--- src/rtl/gps_sig_gen.sv ---
// gps_sig_gen: synthetic GPS L1 C/A 1-bit I/Q baseband source.
// Generates the C/A code of a selected PRN at a programmable start chip, code
// rate and carrier offset, on an adc_clk strobe every SAMPLE_DIV clocks.
// Optional build macro NAV_DATA_EN adds nav_bit/nav_req and XORs a 20-epoch
// navigation data bit into the code; without it the data bit is constant 0.
module gps_sig_gen #(
  parameter int unsigned SAMPLE_DIV = 2,
  parameter int unsigned ACC_W      = 32
) (
  input  logic             clk,
  input  logic             rst,
  input  logic             gen_start,
  input  logic             gen_stop,
  input  logic [4:0]       sat,
  input  logic [9:0]       init_chip,
  input  logic [ACC_W-1:0] code_fcw,
  input  logic [ACC_W-1:0] carr_fcw,
  input  logic [15:0]      n_epochs,
`ifdef NAV_DATA_EN
  input  logic             nav_bit,
  output logic             nav_req,
`endif
  output logic             adc_clk,
  output logic             i_sample,
  output logic             q_sample,
  output logic             epoch,
  output logic [9:0]       chip_idx,
  output logic             busy,
  output logic             start_err
);

  localparam logic [7:0] DIV_LAST  = 8'(SAMPLE_DIV - 1);
  localparam logic [9:0] LAST_CHIP = 10'd1022;

  typedef enum logic [1:0] {S_IDLE, S_LOAD, S_RUN} state_t;

  state_t           state_q;
  logic [4:0]       sat_q;
  logic [9:0]       init_q;
  logic [ACC_W-1:0] code_fcw_q;
  logic [ACC_W-1:0] carr_fcw_q;
  logic [15:0]      n_ep_q;
  logic [10:1]      g1_q, g2_q;
  logic [9:0]       chip_q;
  logic [ACC_W-1:0] code_acc_q;
  logic [ACC_W-1:0] carr_acc_q;
  logic [7:0]       div_q;
  logic [15:0]      ep_cnt_q;
  logic             done_q;
  logic             adc_q, i_q, q_q, epoch_q, busy_q, start_err_q;

  logic [10:1]      g1_d, g2_d;
  logic [ACC_W-1:0] code_acc_d;
  logic             code_cy;
  logic [3:0]       tap_a, tap_b;
  logic             chip_c, i_d, q_d;
  logic [9:0]       init_clamp;
  logic             nav_data;

`ifdef NAV_DATA_EN
  logic [4:0]       nav_cnt_q;
  logic             nav_data_q;
  logic             nav_req_q;
  assign nav_data = nav_data_q;
  assign nav_req  = nav_req_q;
`else
  assign nav_data = 1'b0;
`endif

  assign adc_clk   = adc_q;
  assign i_sample  = i_q;
  assign q_sample  = q_q;
  assign epoch     = epoch_q;
  assign chip_idx  = chip_q;
  assign busy      = busy_q;
  assign start_err = start_err_q;

  // G2 phase-selector tap pair for the latched PRN
  always_comb begin
    tap_a = 4'd2;
    tap_b = 4'd6;
    case (sat_q)
      5'd1:  begin tap_a = 4'd2; tap_b = 4'd6;  end
      5'd2:  begin tap_a = 4'd3; tap_b = 4'd7;  end
      5'd3:  begin tap_a = 4'd4; tap_b = 4'd8;  end
      5'd4:  begin tap_a = 4'd5; tap_b = 4'd9;  end
      5'd5:  begin tap_a = 4'd1; tap_b = 4'd9;  end
      5'd6:  begin tap_a = 4'd2; tap_b = 4'd10; end
      5'd7:  begin tap_a = 4'd1; tap_b = 4'd8;  end
      5'd8:  begin tap_a = 4'd2; tap_b = 4'd9;  end
      5'd9:  begin tap_a = 4'd3; tap_b = 4'd10; end
      5'd10: begin tap_a = 4'd2; tap_b = 4'd3;  end
      5'd11: begin tap_a = 4'd3; tap_b = 4'd4;  end
      5'd12: begin tap_a = 4'd5; tap_b = 4'd6;  end
      5'd13: begin tap_a = 4'd6; tap_b = 4'd7;  end
      5'd14: begin tap_a = 4'd7; tap_b = 4'd8;  end
      5'd15: begin tap_a = 4'd8; tap_b = 4'd9;  end
      5'd16: begin tap_a = 4'd9; tap_b = 4'd10; end
      5'd17: begin tap_a = 4'd1; tap_b = 4'd4;  end
      5'd18: begin tap_a = 4'd2; tap_b = 4'd5;  end
      5'd19: begin tap_a = 4'd3; tap_b = 4'd6;  end
      5'd20: begin tap_a = 4'd4; tap_b = 4'd7;  end
      5'd21: begin tap_a = 4'd5; tap_b = 4'd8;  end
      5'd22: begin tap_a = 4'd6; tap_b = 4'd9;  end
      5'd23: begin tap_a = 4'd1; tap_b = 4'd3;  end
      5'd24: begin tap_a = 4'd4; tap_b = 4'd6;  end
      5'd25: begin tap_a = 4'd5; tap_b = 4'd7;  end
      5'd26: begin tap_a = 4'd6; tap_b = 4'd8;  end
      5'd27: begin tap_a = 4'd7; tap_b = 4'd9;  end
      5'd28: begin tap_a = 4'd8; tap_b = 4'd10; end
      5'd29: begin tap_a = 4'd1; tap_b = 4'd6;  end
      5'd30: begin tap_a = 4'd2; tap_b = 4'd7;  end
      5'd31: begin tap_a = 4'd3; tap_b = 4'd8;  end
      default: begin tap_a = 4'd2; tap_b = 4'd6; end
    endcase
  end

  // Next LFSR states, code NCO sum/carry, chip and carrier-mixed samples
  always_comb begin
    g1_d = {g1_q[9:1], g1_q[3] ^ g1_q[10]};
    g2_d = {g2_q[9:1], g2_q[2] ^ g2_q[3] ^ g2_q[6] ^ g2_q[8] ^ g2_q[9] ^ g2_q[10]};
    {code_cy, code_acc_d} = {1'b0, code_acc_q} + {1'b0, code_fcw_q};
    chip_c = g1_q[10] ^ g2_q[tap_a] ^ g2_q[tap_b] ^ nav_data;
    i_d    = chip_c ^ carr_acc_q[ACC_W-1] ^ carr_acc_q[ACC_W-2];
    q_d    = chip_c ^ carr_acc_q[ACC_W-1];
    init_clamp = (init_chip > LAST_CHIP) ? LAST_CHIP : init_chip;
  end

  // Control FSM with registered outputs, LFSRs, NCOs and epoch counting
  always_ff @(posedge clk or negedge rst) begin
    if (!rst) begin
      state_q     <= S_IDLE;
      sat_q       <= '0;
      init_q      <= '0;
      code_fcw_q  <= '0;
      carr_fcw_q  <= '0;
      n_ep_q      <= '0;
      g1_q        <= '1;
      g2_q        <= '1;
      chip_q      <= '0;
      code_acc_q  <= '0;
      carr_acc_q  <= '0;
      div_q       <= '0;
      ep_cnt_q    <= '0;
      done_q      <= 1'b0;
      adc_q       <= 1'b0;
      i_q         <= 1'b0;
      q_q         <= 1'b0;
      epoch_q     <= 1'b0;
      busy_q      <= 1'b0;
      start_err_q <= 1'b0;
`ifdef NAV_DATA_EN
      nav_cnt_q   <= '0;
      nav_data_q  <= 1'b0;
      nav_req_q   <= 1'b0;
`endif
    end else begin
      adc_q       <= 1'b0;
      epoch_q     <= 1'b0;
      start_err_q <= 1'b0;
`ifdef NAV_DATA_EN
      nav_req_q   <= 1'b0;
`endif
      case (state_q)
        S_IDLE: begin
          if (gen_start && !gen_stop) begin
            if (sat != 5'd0) begin
              sat_q      <= sat;
              init_q     <= init_clamp;
              code_fcw_q <= code_fcw;
              carr_fcw_q <= carr_fcw;
              n_ep_q     <= n_epochs;
              g1_q       <= '1;
              g2_q       <= '1;
              chip_q     <= '0;
              code_acc_q <= '0;
              carr_acc_q <= '0;
              div_q      <= '0;
              ep_cnt_q   <= '0;
              done_q     <= 1'b0;
              busy_q     <= 1'b1;
              state_q    <= S_LOAD;
`ifdef NAV_DATA_EN
              nav_cnt_q  <= '0;
              nav_data_q <= 1'b0;
`endif
            end else begin
              start_err_q <= 1'b1;
            end
          end
        end
        default: begin
          start_err_q <= gen_start;
          // An explicit stop and completion of the requested epochs share one exit path.
          if (gen_stop || done_q) begin
            state_q <= S_IDLE;
            busy_q  <= 1'b0;
            i_q     <= 1'b0;
            q_q     <= 1'b0;
            chip_q  <= '0;
            done_q  <= 1'b0;
          end else if (state_q == S_LOAD) begin
            if (chip_q == init_q) begin
              state_q <= S_RUN;
              div_q   <= '0;
            end else begin
              g1_q   <= g1_d;
              g2_q   <= g2_d;
              chip_q <= chip_q + 10'd1;
            end
          end else if (div_q == DIV_LAST) begin
            div_q      <= '0;
            adc_q      <= 1'b1;
            i_q        <= i_d;
            q_q        <= q_d;
            carr_acc_q <= carr_acc_q + carr_fcw_q;
            code_acc_q <= code_acc_d;
            if (code_cy) begin
              if (chip_q == LAST_CHIP) begin
                chip_q  <= '0;
                g1_q    <= '1;
                g2_q    <= '1;
                epoch_q <= 1'b1;
                if (n_ep_q != 16'd0) begin
                  ep_cnt_q <= ep_cnt_q + 16'd1;
                  if (ep_cnt_q + 16'd1 == n_ep_q) done_q <= 1'b1;
                end
`ifdef NAV_DATA_EN
                if (nav_cnt_q == 5'd19) begin
                  nav_cnt_q  <= '0;
                  nav_req_q  <= 1'b1;
                  nav_data_q <= nav_bit;
                end else begin
                  nav_cnt_q  <= nav_cnt_q + 5'd1;
                end
`endif
              end else begin
                g1_q   <= g1_d;
                g2_q   <= g2_d;
                chip_q <= chip_q + 10'd1;
              end
            end
          end else begin
            div_q <= div_q + 8'd1;
          end
        end
      endcase
    end
  end

endmodule
--- config.mk ---
export PLATFORM = sky130hd
export DESIGN_NAME = gps_sig_gen
export DESIGN_NICKNAME = d
export VERILOG_FILES = /design/src/rtl/gps_sig_gen.sv
export SDC_FILE = /design/constraint.sdc
export NUM_CORES = 1
export LEC_CHECK = 0
export ABC_AREA = 0
export CELL_PAD_IN_SITES_DETAIL_PLACEMENT = 2
export CELL_PAD_IN_SITES_GLOBAL_PLACEMENT = 2
export CORE_MARGIN = 4
export CORE_UTILIZATION = 39
export DETAILED_ROUTE_END_ITERATION = 10
export PLACE_DENSITY_LB_ADDON = 0.1
export REMOVE_ABC_BUFFERS = 1
export SETUP_SLACK_MARGIN = 0.5
export SYNTH_ARGS = -nofsm -noshare
export SYNTH_HDL_FRONTEND = slang
export SYNTH_SLANG_ARGS = --single-unit
export TNS_END_PERCENT = 1
--- constraint.sdc ---
create_clock -name clk -period 4.7 [get_ports clk]
set_input_delay 0.94 -clock clk [delete_from_list [all_inputs] [get_ports clk]]
set_output_delay 0.94 -clock clk [all_outputs]
set_load 0.02 [all_outputs]
==> results of run 1 <==
## through the flow
stage | setup slack, ns | setup TNS [ns] | instances
6_report | 0.7759 | 0 | 2089
5_1_grt | 0.4999 | 0 | 2089
4_1_cts | 0.7591 | 0 | 2089
3_5_place_dp | 0.8039 | 0 | 2039
3_3_place_gp | 1.004 | 0 | 2039
2_1_floorplan | -0.8385 | -7.370 | 1466
## synth_stat cells, drive strengths merged (6+ instances only)
| cell type | instances | area [um^2] |
|---|---|---|
| o211ai | 19 | 142.6 |
| nor4 | 12 | 90.09 |
| or3 | 18 | 113.9 |
| or2 | 10 | 67.57 |
| ha | 73 | 913.4 |
| nor3 | 21 | 116.4 |
| xnor2 | 63 | 559.3 |
| nand2 | 390 | 1466 |
| inv | 42 | 157.7 |
| clkbuf | 51 | 191.4 |
| o21ai | 93 | 480.5 |
| nand3 | 58 | 295.3 |
| nand4 | 8 | 50.05 |
| mux2 | 12 | 135.1 |
| a21oi | 72 | 375.4 |
| o21a | 8 | 60.06 |
| o31ai | 28 | 229.0 |
| nor2 | 66 | 257.8 |
| a211oi | 7 | 52.55 |
| and3 | 14 | 88.84 |
| buf | 17 | 96.34 |
| nor2b | 15 | 93.84 |
| dfstp | 20 | 525.5 |
| o21bai | 6 | 45.04 |
| a31oi | 9 | 56.30 |
| xor2 | 40 | 350.3 |
| dfrtp | 202 | 5055 |
| a21o | 40 | 301.5 |
| mux2i | 38 | 380.4 |
| nand2b | 11 | 68.82 |
## power breakdown
group	switching (mW)	leakage, nW	internal, mW
Combinational	1.03	4.33	0.812
Clock	0.844	0.452	1.35
Sequential	0.288	2.87	2.20
Total	2.17	7.65	4.36
## sequential cells by signal, indices dropped and copies added, names as in the netlist, 2 cells and up
name / flops
carr_acc_q: 32
code_fcw_q: 32
g1_q: 10
carr_fcw_q: 32
n_ep_q: 16
div_q: 8
g2_q: 10
init_q: 10
ep_cnt_q: 16
code_acc_q: 32
chip_idx: 10
sat_q: 5
state_q: 2
## tightest hold or removal path, delay by kind of cell, from the launching register on
| kind | cells | cell delay (ns) |
|---|---|---|
| DFF | 1 | 0.37 |
| buffers and inverters | 1 | 0.05 |
| muxes | 1 | 0.06 |
## final timing paths
check	cells past startpoint	slack, ns	end	start
worst max-delay path	14	0.78	g2_q[5]$_DFFE_PN1P_	code_fcw_q[0]$_DFFE_PN0P_
worst min-delay path	2	0.48	g1_q[7]$_DFFE_PN1P_	g1_q[7]$_DFFE_PN1P_
worst max register to register	14	0.78	g2_q[5]$_DFFE_PN1P_	code_fcw_q[0]$_DFFE_PN0P_
worst min register to register	2	0.48	g1_q[7]$_DFFE_PN1P_	g1_q[7]$_DFFE_PN1P_
max in group asynchronous	2	3.15	carr_fcw_q[9]$_DFFE_PN0P_	rst
min in group asynchronous	1	0.49	chip_idx[8]$_DFFE_PN0P_	rst
## area by class of cell
cell class                      instances  share of cell area
Tap cell                              448             0.03507
Inverter                               42            0.009864
Multi-Input combinational cell       1202              0.4700
Clock inverter                          6            0.006967
Clock buffer                           44             0.05128
Timing Repair Buffer                  125             0.07766
Sequential cell                       222              0.3491
## cell families (layout without fill, tap and decap cells)
group,after synthesis,after routing,share of synthesized area
xor gates and xnor gates,103,103,0.06728
and+or+nand+nor,648,648,0.2151
AOI/OAI and AO/OA,324,324,0.1600
adders and majority gates,75,75,0.07052
muxes,52,52,0.04146
buffers and inverters,110,217,0.03294
DFF,222,222,0.4127
## cells in the final DEF (no fill, tap or decap), types with 15 or more instances in the layout
cell and count:
sky130_fd_sc_hd__xnor2_1 62, sky130_fd_sc_hd__a21o_1 39, sky130_fd_sc_hd__o211ai_1 19, sky130_fd_sc_hd__nor3_1 20, sky130_fd_sc_hd__xor2_1 40, sky130_fd_sc_hd__mux2i_1 38, sky130_fd_sc_hd__dfrtp_1 202, sky130_fd_sc_hd__nor2b_1 15
sky130_fd_sc_hd__o31ai_1 26, sky130_fd_sc_hd__dfstp_2 20, sky130_fd_sc_hd__o21ai_0 89, sky130_fd_sc_hd__clkbuf_16 27, sky130_fd_sc_hd__clkdlybuf4s50_1 113, sky130_fd_sc_hd__a21oi_1 70, sky130_fd_sc_hd__or3_1 17, sky130_fd_sc_hd__inv_1 42
sky130_fd_sc_hd__nand3_1 57, sky130_fd_sc_hd__ha_1 73, sky130_fd_sc_hd__nand2_1 388, sky130_fd_sc_hd__nor2_1 63
## repair_timing
item	CTS	global route
endpoints found under the setup margin	0	4
resized for setup	0	1
buffers inserted	0	0
## routing by layer
metal  GRT usage  share of wire  vias up
met1      0.2734           0.45     5887
li1            -              -     5485
met4     0.03802          0.016        0
met5           0              0        -
met2      0.3883           0.51      118
met3     0.02589          0.025       40
==> results_dict.tcl, run 1 <==
set metrics [dict create \
    routabilityCongestion 0.7658 \
    worstPathMaxFanout 13 \
    final_report_setup_violation_count 0 \
    drt_first_pass_iters 4 \
    drc 0 \
    final_net_count 1794 \
    layout_min_cycle_time_ns 3.924 \
    placementRows 67 \
    count_of_state_elements_after_synthesis 222 \
    fp.coreArea_um2 33870 \
    setup_repair_after_global_routing_missed_its_margin "yes" \
    antennaDiodeCount 0 \
    die_area_um2 37710 \
    syn_area_per_cell_um2 8.814 \
    power.total_mw 6.522 \
    max_stage_delay_ns 0.70 \
    number_of_synthesized_flops_with_an_enable_pin 0 \
    worst_slew_pin_slew_ns 1.168 \
    ant_nets 0 \
    timing.final.hold_violations 0 \
    clk_pin_slew_ns 0.06 \
    p_per_area_nw_per_um2 408.1 \
    slew_viol_final 0 \
    detailed_place.area_um2 15050 \
    tritoncts_num_sinks 222 \
    critPathKind "reg -> reg" \
    post_cts_hold_buffer_count 0 \
    via_per_inst 5.519 \
    clk_root_buffer_cell "sky130_fd_sc_hd__clkbuf_16" \
    fmax_ghz 0.2548 \
    first_global_vias 12940 \
    max-vdd-ir-drop_mv 0.2645 \
    cts_tree "done" \
    hold_path_class "reg -> reg" \
    area_of_the_multi_input_gates_um2 7512 \
    worst-endpoint-required_ns 5.15 \
    mapped_area_um2 13520 \
    fin_worst_skew_ns 0.01747 \
    power.leakage_nw 7.649 \
    post-route-period-util 0.8349 \
    data_arrival_critical_path_ns 4.37 \
    fillCellCount 3691 \
    drv_cap 0 \
    htree_levels 1 \
    synth.yosys.seq_area_share 0.4127 \
    cts-root-to-sink-buffers 3 \
    initial_core_util 0.3992 \
    syn_to_final_growth_pct 18.21 \
    synth_warnings 0 \
    worstPathBufferInverterCount 2 \
    drt-initial-drc-count 386 \
    grt.total_usage 0.2125 \
    synth_flop_cell "sky130_fd_sc_hd__dfrtp_1" \
    cpMaxStageDelayCell "sky130_fd_sc_hd__a21oi_2" \
    cts_buffers 27 \
    die_w_um 194.2 \
    initial_antenna_violation_count 0 \
    drive_gt1_frac 0.07434 \
    cpLargestDelayFamily "compound AO/OA/AOI/OAI gates" \
    timing.slew.headroom 0.2212 \
    post_synth_inst_count 1534 \
    regArea_um2 5580 \
    critical_path.cell_chain "ha_1 -> inv_1 -> fa_1 -> nor2b_1 -> o21ai_1 -> a21oi_1 -> o311ai_4 -> a21oi_4 -> nor3_4 -> o21ai_4 -> a21o_1 -> a21oi_2 -> buf_4 -> mux2i_1" \
    hpwl_um 27510 \
    worst_skew_pair_latency_ns 0.54 \
    pin_count_of_the_biggest_net_entering_global_routing 126 \
    synthArstFlopShare 1.000 \
    kind_of_end_point_of_the_critical_path "flip-flop" \
    place.port_buffers 114 \
    gr-total-overflow 0 \
    die_height_um 194.2 \
    final_core_util 0.4719 \
    postRouteWirelength_um 40620 \
    dr_total_vias 11530 \
    cp-start-kind "flip-flop" \
    grt_pass1_wl_um 68320 \
    worst_hold_slack_ns 0.4821 \
    library_cells_used_by_synthesis 81 \
    run_status "finished clean" \
    design.portCount 115 \
    drt-wirelength-per-cell_um 19.44 \
    final_cell_area_um2 15980 \
]
Note: power is estimated with default switching activity, not from simulation.
==> inputs of run 2 (changes only) <==
--- a/config.mk
+++ b/config.mk
@@ -9,7 +9,7 @@
 export CELL_PAD_IN_SITES_DETAIL_PLACEMENT = 2
 export CELL_PAD_IN_SITES_GLOBAL_PLACEMENT = 2
 export CORE_MARGIN = 4
-export CORE_UTILIZATION = 39
+export CORE_UTILIZATION = 33
 export DETAILED_ROUTE_END_ITERATION = 10
 export PLACE_DENSITY_LB_ADDON = 0.1
 export REMOVE_ABC_BUFFERS = 1
==> constraint.sdc (replaced) <==
create_clock -name clk -period 3.55 [get_ports clk]
set_input_delay 0.71 -clock clk [delete_from_list [all_inputs] [get_ports clk]]
set_output_delay 0.71 -clock clk [all_outputs]
set_load 0.02 [all_outputs]
==> results_dict.tcl, run 2 (synthesis gave the netlist of run 1 again) <==
set metrics [dict create \
    tritoncts_num_sinks 222 \
    ant_nets 0 \
    worst_skew_pair_latency_ns 0.56 \
    cts_tree "done" \
    data_arrival_critical_path_ns 3.74 \
    pin_count_of_the_biggest_net_entering_global_routing 97 \
    first_global_vias 12850 \
    fp.coreArea_um2 40100 \
    setup_repair_after_global_routing_missed_its_margin "yes" \
    antennaDiodeCount 0 \
    critical_path.startpoint "code_acc_q[0]$_DFFE_PN0P_" \
    initial_core_util 0.3372 \
    hold_path_class "in -> async" \
    post_cts_hold_buffer_count 0 \
    final_net_count 1842 \
    setup_total_negative_slack_ns 0 \
    fillCellCount 4409 \
    syn_to_final_growth_pct 23.24 \
    critPathKind "reg -> reg" \
    worst-endpoint-required_ns 4.03 \
    power.total_mw 8.912 \
    drt-wirelength-per-cell_um 18.94 \
    placementRows 73 \
    r2r-start "code_acc_q[0]$_DFFE_PN0P_" \
    most_frequent_standard_cell_in_the_layout_excluding_fill_and_tap_cells "sky130_fd_sc_hd__nand2_1" \
    max-vdd-ir-drop_mv 0.3784 \
    worstPathMaxFanout 5 \
    fmax_ghz 0.3058 \
    routabilityCongestion 0.7693 \
    kind_of_end_point_of_the_critical_path "flip-flop" \
    clk_pin_slew_ns 0.06 \
    drc 0 \
    timing.slew.headroom 0.4403 \
    die_w_um 210.4 \
    via_per_inst 5.261 \
    p_per_area_nw_per_um2 534.9 \
    hpwl_um 28940 \
    drive_gt1_frac 0.1149 \
    die_area_um2 44270 \
    cts_buffers 28 \
    slew_viol_final 0 \
    worst_slew_pin_slew_ns 0.8396 \
    postRouteWirelength_um 41910 \
    initial_antenna_violation_count 0 \
    timing.final.hold_violations 0 \
    power.leakage_nw 7.943 \
    run_status "finished clean" \
    drt-initial-drc-count 499 \
    layout.cells.most_common_list "388 x sky130_fd_sc_hd__nand2_1, 201 x sky130_fd_sc_hd__dfrtp_1, 113 x sky130_fd_sc_hd__clkdlybuf4s50_1" \
    cts-root-to-sink-buffers 3 \
    fin_worst_skew_ns 0.01637 \
    drt_first_pass_iters 5 \
    gr-total-overflow 0 \
    post-route-period-util 0.9211 \
    die_height_um 210.4 \
    place.port_buffers 114 \
    drv_cap 0 \
    htree_levels 1 \
    design.portCount 115 \
    cp-start-kind "flip-flop" \
    layout_min_cycle_time_ns 3.270 \
    final_report_setup_violation_count 0 \
    grt_pass1_wl_um 68790 \
    dr_total_vias 11640 \
    clk_root_buffer_cell "sky130_fd_sc_hd__clkbuf_16" \
    grt.total_usage 0.1864 \
]
## run 2: area by class of cell
type / count / area [um^2] / share of cell area
inverter: 42 / 157.7 / 0.009462
multi-input combinational: 1202 / 7595 / 0.4558
tap: 525 / 656.9 / 0.03942
timing repair buffer: 172 / 1674 / 0.1005
clock buffer: 43 / 908.4 / 0.05452
clock inverter: 7 / 88.84 / 0.005332
sequential: 222 / 5582 / 0.3350
## run 2: stage by stage
stage                     setup WS, ns  cell area, um^2  hold slack [ns]  utilization  instances
after floorplan                 -1.759            13230           0.4144            -       1466
after global placement          0.2540            15370           0.4560       0.3833       2141
after detailed placement        0.1652            15370           0.4634       0.3833       2141
after CTS                       0.3732            16500           0.2238       0.4115       2200
after global routing            0.1261            16660           0.2535       0.4155       2213
final                           0.2802            16660           0.1461       0.4155       2213
## run 2: what timing repair did
item	4_1_cts	5_1_grt
cloned	1	1
setup buffers	8	12
resized for setup	12	15
pin swaps	15	17
setup endpoints to repair	56	68
## run 2: where the power goes
part	total [mW]	switching [mW]	internal, mW
Sequential	3.26	0.348	2.91
Combinational	2.61	1.42	1.19
Clock	3.05	1.16	1.89
Total	8.91	2.93	5.98
## run 2: routing by layer
metal  global-route usage  wire length (um)  part of all wire  up-vias
met5                    0                 0                 0        -
met4              0.02772               609             0.015        0
li1                     -                 -                 -     5600
met1               0.2440             18760              0.45     5884
met3              0.02471              1374             0.033       43
met2               0.3370             21170              0.50      116
## run 2: critical path, cell delays in order (launching register included)
cell and delay (ns):
sky130_fd_sc_hd__dfrtp_1 0.40, sky130_fd_sc_hd__ha_2 0.21, sky130_fd_sc_hd__inv_2 0.07, sky130_fd_sc_hd__fa_2 0.22
sky130_fd_sc_hd__nor2b_2 0.05, sky130_fd_sc_hd__o21ai_2 0.15, sky130_fd_sc_hd__a21oi_2 0.09, sky130_fd_sc_hd__buf_4 0.15
sky130_fd_sc_hd__o311ai_4 0.27, sky130_fd_sc_hd__a21oi_4 0.11, sky130_fd_sc_hd__nor3_4 0.27, sky130_fd_sc_hd__buf_6 0.15
sky130_fd_sc_hd__o21ai_4 0.09, sky130_fd_sc_hd__a21o_1 0.25, sky130_fd_sc_hd__a21oi_4 0.22, sky130_fd_sc_hd__buf_6 0.15
sky130_fd_sc_hd__buf_16 0.13, sky130_fd_sc_hd__mux2i_4 0.21
## run 2: path summary, 6_finish.rpt
check | to | slack, ns | cells past startpoint
worst max register to register | g2_q[2]$_DFFE_PN1P_ | 0.28 | 17
worst max-delay path | g2_q[2]$_DFFE_PN1P_ | 0.28 | 17
worst min-delay path | sat_q[3]$_DFFE_PN0P_ | 0.15 | 1
worst min register to register | g1_q[9]$_DFFE_PN1P_ | 0.47 | 2
min in group clk | g1_q[9]$_DFFE_PN1P_ | 0.47 | 2
max in group asynchronous | carr_acc_q[25]$_DFFE_PN0P_ | 2.43 | 2
==> inputs of run 3 (changes only) <==
--- a/config.mk
+++ b/config.mk
@@ -13,7 +13,7 @@
 export DETAILED_ROUTE_END_ITERATION = 10
 export PLACE_DENSITY_LB_ADDON = 0.1
 export REMOVE_ABC_BUFFERS = 1
-export SETUP_SLACK_MARGIN = 0.5
+export SETUP_SLACK_MARGIN = 0.02
 export SYNTH_ARGS = -nofsm -noshare
 export SYNTH_HDL_FRONTEND = slang
 export SYNTH_SLANG_ARGS = --single-unit
==> results_dict.tcl, run 3 (synthesis gave the netlist of run 1 again) <==
set metrics [dict create \
    timing.final.hold_violations 0 \
    pin_count_of_the_biggest_net_entering_global_routing 97 \
    slew_viol_final 0 \
    htree_levels 1 \
    routabilityCongestion 0.7693 \
    drive_gt1_frac 0.09478 \
    p_per_area_nw_per_um2 537.7 \
    die_w_um 210.4 \
    max-vdd-ir-drop_mv 0.3773 \
    power.leakage_nw 7.836 \
    die_height_um 210.4 \
    max_stage_delay_ns 0.51 \
    initial_core_util 0.3372 \
    post-route-period-util 0.9330 \
    antennaDiodeCount 0 \
    cpMaxStageDelayCell "sky130_fd_sc_hd__or4_1" \
    dr_total_vias 11550 \
    clk_root_buffer_cell "sky130_fd_sc_hd__clkbuf_16" \
    fmax_ghz 0.3019 \
    fin_worst_skew_ns 0.01622 \
    area_of_the_multi_input_gates_um2 7528 \
    run_status "finished clean" \
    via_per_inst 5.269 \
    regArea_um2 5580 \
    worstPathMaxFanout 12 \
    place.detailed.instances 2141 \
    first_global_vias 12740 \
    worst-endpoint-required_ns 4.03 \
    hold_path_class "in -> async" \
    hpwl_um 28940 \
    cts_buffers 28 \
    layout_min_cycle_time_ns 3.312 \
    ant_nets 0 \
    critPathKind "reg -> reg" \
    timing.slew.headroom 0.4628 \
    drt-wirelength-per-cell_um 18.77 \
    r2r.worst_path.cells 15 \
    cp-start-kind "flip-flop" \
    die_area_um2 44270 \
    kind_of_end_point_of_the_critical_path "flip-flop" \
    critical_path.cell_chain "ha_1 -> inv_1 -> fa_1 -> nor2b_1 -> o21ai_1 -> a21oi_1 -> buf_4 -> o311ai_4 -> a21oi_4 -> nor3_4 -> buf_4 -> o21ai_4 -> o21ai_4 -> or4_1 -> a21oi_1" \
    post_cts_hold_buffer_count 0 \
    setup_repair_after_global_routing_missed_its_margin "no" \
    worst_slew_pin_slew_ns 0.8057 \
    tritoncts_num_sinks 222 \
    cts-root-to-sink-buffers 3 \
    drt_first_pass_iters 4 \
    clk_pin_slew_ns 0.06 \
    design.portCount 115 \
    grt.total_usage 0.1844 \
    syn_to_final_growth_pct 21.26 \
    grt_pass1_wl_um 68130 \
    finish.cell_count_without_fillers 2192 \
    gr-total-overflow 0 \
    place.port_buffers 114 \
    drv_cap 0 \
    fillCellCount 4420 \
    drt-initial-drc-count 452 \
    drc 0 \
    most_frequent_standard_cell_in_the_layout_excluding_fill_and_tap_cells "sky130_fd_sc_hd__nand2_1" \
    final_net_count 1821 \
    setup_total_negative_slack_ns 0 \
    ff2ff_setup_slack_ns 0.24 \
    data_arrival_critical_path_ns 3.79 \
    placementRows 73 \
    postRouteWirelength_um 41150 \
    fp.coreArea_um2 40100 \
    cts_tree "done" \
    layout.cells.most_common_list "388 x sky130_fd_sc_hd__nand2_1, 202 x sky130_fd_sc_hd__dfrtp_1, 113 x sky130_fd_sc_hd__clkdlybuf4s50_1" \
    initial_antenna_violation_count 0 \
    final_report_setup_violation_count 0 \
    worst_skew_pair_latency_ns 0.56 \
]
==> run 3: cell count changes in the layout (fill, tap and decap cells not counted), moves of 2 or more <==
cell | before | now
sky130_fd_sc_hd__ha_1 | 71 | 73
sky130_fd_sc_hd__buf_4 | 49 | 33
sky130_fd_sc_hd__a21oi_1 | 67 | 69
sky130_fd_sc_hd__mux2i_1 | 36 | 38
sky130_fd_sc_hd__o21ai_0 | 87 | 89
sky130_fd_sc_hd__ha_2 | 2 | 0
sky130_fd_sc_hd__buf_6 | 2 | 0
==> run 3: repair_timing <==
item                                    4_1_cts  5_1_grt
resized for setup                             0        4
buffers inserted                              0        1
hold endpoints to repair                      0        0
endpoints found under the setup margin        0       24
==> run 3: worst paths after layout <==
check                                              to                 startpoint
setup / recovery              chip_idx[5]$_DFFE_PN0P_  code_acc_q[0]$_DFFE_PN0P_
hold / removal                   sat_q[3]$_DFFE_PN0P_                        rst
setup reg to reg              chip_idx[5]$_DFFE_PN0P_  code_acc_q[0]$_DFFE_PN0P_
hold reg to reg                   g1_q[4]$_DFFE_PN1P_        g1_q[4]$_DFFE_PN1P_
max in group asynchronous  carr_acc_q[25]$_DFFE_PN0P_                        rst
min in group clk                  g1_q[4]$_DFFE_PN1P_        g1_q[4]$_DFFE_PN1P_
==> run 3: worst max-delay path, delay by kind of cell (launching register included) <==
kind            cells  cell delay, ns
compound gates      7            1.14
simple gates        3            0.75
flops               1            0.35
fa+ha+maj           2            0.59
buf+inv             3            0.41
==> run 3: where the power goes <==
group / internal (mW) / switching, mW / total [mW]
registers: 2.91 / 0.345 / 3.25
clock network: 1.89 / 1.16 / 3.05
logic: 1.13 / 1.38 / 2.51
==> run 3: stage by stage <==
step                area (um^2)    util  power, mW  worst slack [ns]  hold WS, ns
floorplan                 13230       -      4.944            -1.759       0.4144
global placement          15370  0.3833      5.720            0.2540       0.4560
detailed placement        15370  0.3833      5.825            0.1652       0.4634
CTS                       16370  0.4082      8.978           0.08637       0.2238
global route              16390  0.4089      9.420           0.03445       0.2676
finish                    16390  0.4089      8.816            0.2380       0.1825
==> run 3: final cells by class <==
cell class | count | area share
Clock inverter | 7 | 0.005419
Tap cell | 525 | 0.04007
Multi-Input combinational cell | 1202 | 0.4592
Timing Repair Buffer | 151 | 0.08990
Inverter | 42 | 0.009616
Clock buffer | 43 | 0.05541
Sequential cell | 222 | 0.3404
==> run 3: layer usage <==
layer / up-vias / global-route usage / part of all wire
met2: 106 / 0.3326 / 0.50
met1: 5847 / 0.2424 / 0.46
met5: - / 0 / 0
li1: 5555 / - / -
met3: 41 / 0.02411 / 0.025
met4: 0 / 0.02727 / 0.015
